`src/rtl/wash_timer_unit.sv`:
```
// Sensor and timer stage that closes the loop around the washing machine
// controller. It turns the controller's valve and motor commands into a
// modelled water level (filled/drained) and wash/rinse/spin timeouts, all
// paced by a prescaled tick that only runs while the door is locked.
module wash_timer_unit #(
    parameter int TICK_DIV    = 100,
    parameter int LEVEL_W     = 4,
    parameter int LEVEL_FULL  = 12,
    parameter int WASH_TICKS  = 8,
    parameter int RINSE_TICKS = 6,
    parameter int SPIN_TICKS  = 5
) (
    input  logic               clk,
    input  logic               reset,
    input  logic               door_lock,
    input  logic               motor_on,
    input  logic               fill_value_on,
    input  logic               drain_value_on,
    input  logic               soap_wash,
    input  logic               water_wash,
    output logic               filled,
    output logic               drained,
    output logic               cycle_timeout,
    output logic               spin_timeout,
    output logic [LEVEL_W-1:0] level
);

    localparam int PRESC_W   = (TICK_DIV > 2) ? $clog2(TICK_DIV) : 1;
    localparam int MAX_A     = (WASH_TICKS > RINSE_TICKS) ? WASH_TICKS : RINSE_TICKS;
    localparam int MAX_TICKS = (MAX_A > SPIN_TICKS) ? MAX_A : SPIN_TICKS;
    localparam int CNT_W     = $clog2(MAX_TICKS + 1);

    typedef enum logic [1:0] {
        PH_IDLE  = 2'd0,
        PH_WASH  = 2'd1,
        PH_RINSE = 2'd2,
        PH_SPIN  = 2'd3
    } phase_t;

    logic [PRESC_W-1:0] presc_q, presc_d;
    logic               tick;
    logic [LEVEL_W-1:0] level_q, level_d;
    logic               filled_q, filled_d;
    logic               drained_q, drained_d;
    phase_t             phase_q, phase_d;
    logic [CNT_W-1:0]   count_q, count_d;
    logic [CNT_W-1:0]   duration;
    logic               cycle_to_q, cycle_to_d;
    logic               spin_to_q, spin_to_d;

    // Prescaler: runs only with the door locked, pulses tick on the wrap
    // cycle, and restarts from zero whenever the door is unlocked.
    always_comb begin
        presc_d = '0;
        tick    = 1'b0;
        if (door_lock) begin
            if (presc_q == PRESC_W'(TICK_DIV - 1)) begin
                presc_d = '0;
                tick    = 1'b1;
            end else begin
                presc_d = presc_q + PRESC_W'(1);
            end
        end
    end

    // Water level model: one step per tick, held when both or neither valve
    // is open, saturating at full and empty; the status flags follow the new
    // level on the same edge.
    always_comb begin
        level_d = level_q;
        if (tick) begin
            if (fill_value_on && !drain_value_on && (level_q < LEVEL_W'(LEVEL_FULL))) begin
                level_d = level_q + LEVEL_W'(1);
            end else if (!fill_value_on && drain_value_on && (level_q != '0)) begin
                level_d = level_q - LEVEL_W'(1);
            end
        end
        filled_d  = (level_d >= LEVEL_W'(LEVEL_FULL));
        drained_d = (level_d == '0);
    end

    // Phase decode from the controller outputs; spin wins over wash, wash
    // over rinse, anything else is idle.
    always_comb begin
        phase_d = PH_IDLE;
        if (motor_on && drain_value_on) begin
            phase_d = PH_SPIN;
        end else if (motor_on && soap_wash) begin
            phase_d = PH_WASH;
        end else if (motor_on && water_wash) begin
            phase_d = PH_RINSE;
        end
    end

    // Length of the phase currently being timed, in ticks.
    always_comb begin
        duration = '0;
        case (phase_q)
            PH_WASH:  duration = CNT_W'(WASH_TICKS);
            PH_RINSE: duration = CNT_W'(RINSE_TICKS);
            PH_SPIN:  duration = CNT_W'(SPIN_TICKS);
            default:  duration = '0;
        endcase
    end

    // Phase timer: a phase change restarts the count and drops both
    // timeouts (discarding any coincident tick); while the phase is stable
    // ticks accumulate up to the duration and the matching timeout is held.
    always_comb begin
        count_d    = count_q;
        cycle_to_d = cycle_to_q;
        spin_to_d  = spin_to_q;
        if ((phase_d != phase_q) || (phase_q == PH_IDLE)) begin
            count_d    = '0;
            cycle_to_d = 1'b0;
            spin_to_d  = 1'b0;
        end else begin
            if (tick && (count_q < duration)) begin
                count_d = count_q + CNT_W'(1);
            end
            cycle_to_d = (phase_q != PH_SPIN) && (count_d == duration);
            spin_to_d  = (phase_q == PH_SPIN) && (count_d == duration);
        end
    end

    // State registers with synchronous reset to the empty, idle condition.
    always_ff @(posedge clk) begin
        if (reset) begin
            presc_q    <= '0;
            level_q    <= '0;
            filled_q   <= 1'b0;
            drained_q  <= 1'b1;
            phase_q    <= PH_IDLE;
            count_q    <= '0;
            cycle_to_q <= 1'b0;
            spin_to_q  <= 1'b0;
        end else begin
            presc_q    <= presc_d;
            level_q    <= level_d;
            filled_q   <= filled_d;
            drained_q  <= drained_d;
            phase_q    <= phase_d;
            count_q    <= count_d;
            cycle_to_q <= cycle_to_d;
            spin_to_q  <= spin_to_d;
        end
    end

    assign filled        = filled_q;
    assign drained       = drained_q;
    assign cycle_timeout = cycle_to_q;
    assign spin_timeout  = spin_to_q;
    assign level         = level_q;

endmodule

```
`config.mk`:
```
export PLATFORM = sky130hd
export DESIGN_NAME = wash_timer_unit
export DESIGN_NICKNAME = d
export VERILOG_FILES = /design/src/rtl/wash_timer_unit.sv
export SDC_FILE = /design/constraint.sdc
export NUM_CORES = 1
export LEC_CHECK = 0
export CAP_MARGIN = 40
export CORE_UTILIZATION = 48
export DETAILED_ROUTE_END_ITERATION = 10
export HOLD_SLACK_MARGIN = 0.06
export PLACE_DENSITY = 0.76
export REMOVE_ABC_BUFFERS = 1
export SYNTH_ARGS = -nofsm -noshare
export SYNTH_HDL_FRONTEND = slang
export SYNTH_SLANG_ARGS = --single-unit
```
`constraint.sdc`:
```
create_clock -name clk -period 2.05 [get_ports clk]
set_input_delay 0.5125 -clock clk [delete_from_list [all_inputs] [get_ports clk]]
set_output_delay 0.5125 -clock clk [all_outputs]
set_load 0.05 [all_outputs]
```
==> metrics.log <==
INFO  metric power.sequential.fraction = 59.5%
INFO  metric synthCells = 142
INFO  metric startpoint_type = flip-flop
INFO  metric synth-main-ff-cell = sky130_fd_sc_hd__dfxtp_1
INFO  metric globalRouteTotalUtil = 21.7%
INFO  metric netlist_area = 1240 µm²
INFO  metric fin_ws = 82.5 ps
INFO  metric total_leakage_power = 0.641 nW
INFO  metric post-cts-setup-buffers = 0
INFO  metric grt_pass1_vias = 1112
INFO  metric crit_slowest_cell = sky130_fd_sc_hd__clkdlybuf4s50_1
INFO  metric setup-tns-final = 0 ps
INFO  metric cts.htree.levels = 1
INFO  metric finalMaxSlewViolations = 0
INFO  metric fp.coreArea = 2450 µm²
INFO  metric design.final.nets = 196
INFO  metric rsz0062_at_grt = no
INFO  metric path_delay_family = buffers and inverters
INFO  metric grt_pass1_wl = 4410 µm
INFO  metric antenna_found_initial = 0
INFO  metric hpwl_dp = 2050 µm
INFO  metric drc = 0
INFO  metric design.die.area = 2790 µm²
INFO  metric port_buffers = 15
INFO  metric grt_start_max_net_pins = 12
INFO  metric yosysSeqAreaShare = 33.9%
INFO  metric post_layout_nonfiller_instances = 210
INFO  metric routed_via_density = 5.44
INFO  metric min_path_type = flip-flop to flip-flop
INFO  metric cts_clock_pin_slew_for_the_worst_setup_and_hold_paths = 110 ps
INFO  metric numClockSinks = 21
INFO  metric detail-route-antenna-nets = 0
INFO  metric drv_cap = 0
INFO  metric fill_cells = 209
INFO  metric worst_case_clock_buffer_depth = 2
INFO  metric yosysWarningCount = 0
INFO  metric crit_path_max_fanout = 1
INFO  metric chipHeight = 52.8 µm
INFO  metric switching_share = 23.3%
INFO  metric min_period_over_period = 96.0%
INFO  metric worst_pin_slew = 495 ps
INFO  metric timing.slew.headroom = 66.9%
INFO  metric n_antenna_cell = 0
INFO  metric area_of_all_placed_cells_without_fillers = 1610 µm²
INFO  metric die_w = 52.8 µm
INFO  metric cp.arrival = 1450 ps
INFO  metric dpl-instance-area = 1570 µm²
INFO  metric layout_commonest_cell = sky130_fd_sc_hd__buf_4
INFO  metric vias = 1142
INFO  metric critical_path.max_stage_delay = 800 ps
INFO  metric yosysUniqueCellTypes = 44
INFO  metric globalRouteOverflowTotal = 0
INFO  metric detail_route.wl_per_cell = 12.2 µm
INFO  metric drt-initial-drc-count = 26
INFO  metric share_clk_of_total_power = 28.0%
INFO  metric critical_path.n_buffers_inverters = 1
INFO  metric report.final.hold_viol_count = 0
INFO  metric power.density_cell_area = 434 nW/µm²
INFO  metric initial_core_util = 50.5%
INFO  metric synthToLayoutAreaGrowth = 30.2%
INFO  metric highest_clock_frequency_the_design_can_meet = 508 MHz
INFO  metric period_needed = 1970 ps
INFO  metric setup_violators_final = 0
INFO  metric cts.root.buffer_cell = sky130_fd_sc_hd__clkbuf_4
INFO  metric worstPathRequired = 1540 ps
INFO  metric numCtsBuffers = 3
INFO  metric status = complete, no violations
INFO  metric design.portCount = 16
INFO  metric worstSkewPairLatency = 300 ps
INFO  metric totalWireLength = 2560 µm
INFO  metric gpl.final_weighted_congestion = 0.901
INFO  metric placement.setup.worst_slack = -230 ps
INFO  metric worstSetupEndpointType = output port
INFO  metric worst_clock_skew = 3.24 ps
INFO  metric placedCellCount = 206
INFO  metric async_flop_share = 0%
INFO  metric power_switching = 163 µW
INFO  metric tritoncts = done
INFO  metric post_cts_hold_buffer_count = 0
INFO  metric rows = 18
INFO  metric seqCellArea = 423 µm²
INFO  metric drt_pre_antenna_iters = 4
INFO  metric layout.cells.most_common_list = 25 x sky130_fd_sc_hd__buf_4, 21 x sky130_fd_sc_hd__nor2_1, 19 x sky130_fd_sc_hd__dfxtp_1
INFO  metric power_internal = 536 µW
INFO  metric drive_above_1_share = 21.7%
INFO  metric path_cells = clkdlybuf4s50_1
INFO  metric layout.core_utilization = 65.7%
INFO  metric crit_path_class = flip-flop to output port
INFO  metric hold_slack = 460 ps
INFO  metric seq_cells_post_synth = 21
INFO  metric power.total = 699 µW
INFO  metric synth_edf_count = 0
INFO  metric multiInputGateArea = 797 µm²
INFO  metric comb_power_share = 12.4%
INFO  metric max-vdd-ir-drop = 0.482 mV
INFO  metric postSynthAreaPerCell = 8.72 µm²
[path summary, 6_finish.rpt]
path,end,startpoint,slack (ps),cells after the start
max,drained,drained,80,1
max reg2reg,spin_timeout,phase_q[1],90,8
min,presc_q[0],presc_q[0],460,1
min reg2reg,presc_q[0],presc_q[0],460,1
[power by group through the flow]
| stage | registers, mW | logic, mW | clock network [mW] |
|---|---|---|---|
| global route | 0.417 | 0.0954 | 0.225 |
| global placement | 0.425 | 0.0823 | 0 |
| detailed placement | 0.425 | 0.0844 | 0 |
| CTS | 0.416 | 0.0869 | 0.205 |
| floorplan | 0.426 | 0.0374 | 0 |
| finish | 0.416 | 0.0869 | 0.196 |
[repair_timing]
item,CTS,global route
pin swaps,0,1
gates resized for setup,3,3
setup endpoints to repair,3,3
[cell usage after synthesis, drive strengths merged (2+ instances only)]
library cell  count  area [µm²]
nor2             21        78.8
nand2b            5        38.8
inv               6        22.5
ha                7        87.6
xor2              5        43.8
dfxtp            21         420
buf               2        10.0
a21oi             5        25.0
nand3b            3        22.5
o21ai             5        25.0
o21a              2        15.0
and4bb            2        25.0
or3               3        18.8
nand3             6        30.0
nand4             3        18.8
nor3b             2        15.0
nor3              3        15.0
a21o              2        15.0
nand2             7        26.3
xnor2             8        70.1
o211ai            2        15.0
nor2b             2        12.5
[routing by layer]
| layer | global-route usage (%) | vias up | routed length, µm |
|---|---|---|---|
| li1 | - | 584 | - |
| met4 | 9.21 | 0 | 39 |
| met1 | 26.4 | 531 | 1220 |
| met5 | 0 | - | 0 |
| met3 | 4.06 | 5 | 75 |
| met2 | 36.9 | 22 | 1220 |
[final cells by class]
cell class	instances	share of cell area, %
inverter	6	1.40
timing repair buffer	37	19.0
multi-input combinational	112	49.4
clock buffer	4	1.63
sequential	21	26.2
tap	30	2.33
[state kept, by name, summed over array words and instances (netlist names)]
| register | flops |
|---|---|
| count_q | 4 |
| cycle_timeout | 1 |
| drained | 1 |
| filled | 1 |
| level | 4 |
| phase_q | 2 |
| presc_q | 7 |
| spin_timeout | 1 |
[kinds of logic after synthesis]
logic type	after synthesis	synth area share, %
simple gates	63	28.5
compound gates	27	15.8
flops	21	33.9
xor+xnor	14	11.0
buf+inv	9	2.93
fa+ha+maj	7	7.07
mux	1	0.808
Power figures use the tool's default switching activity.
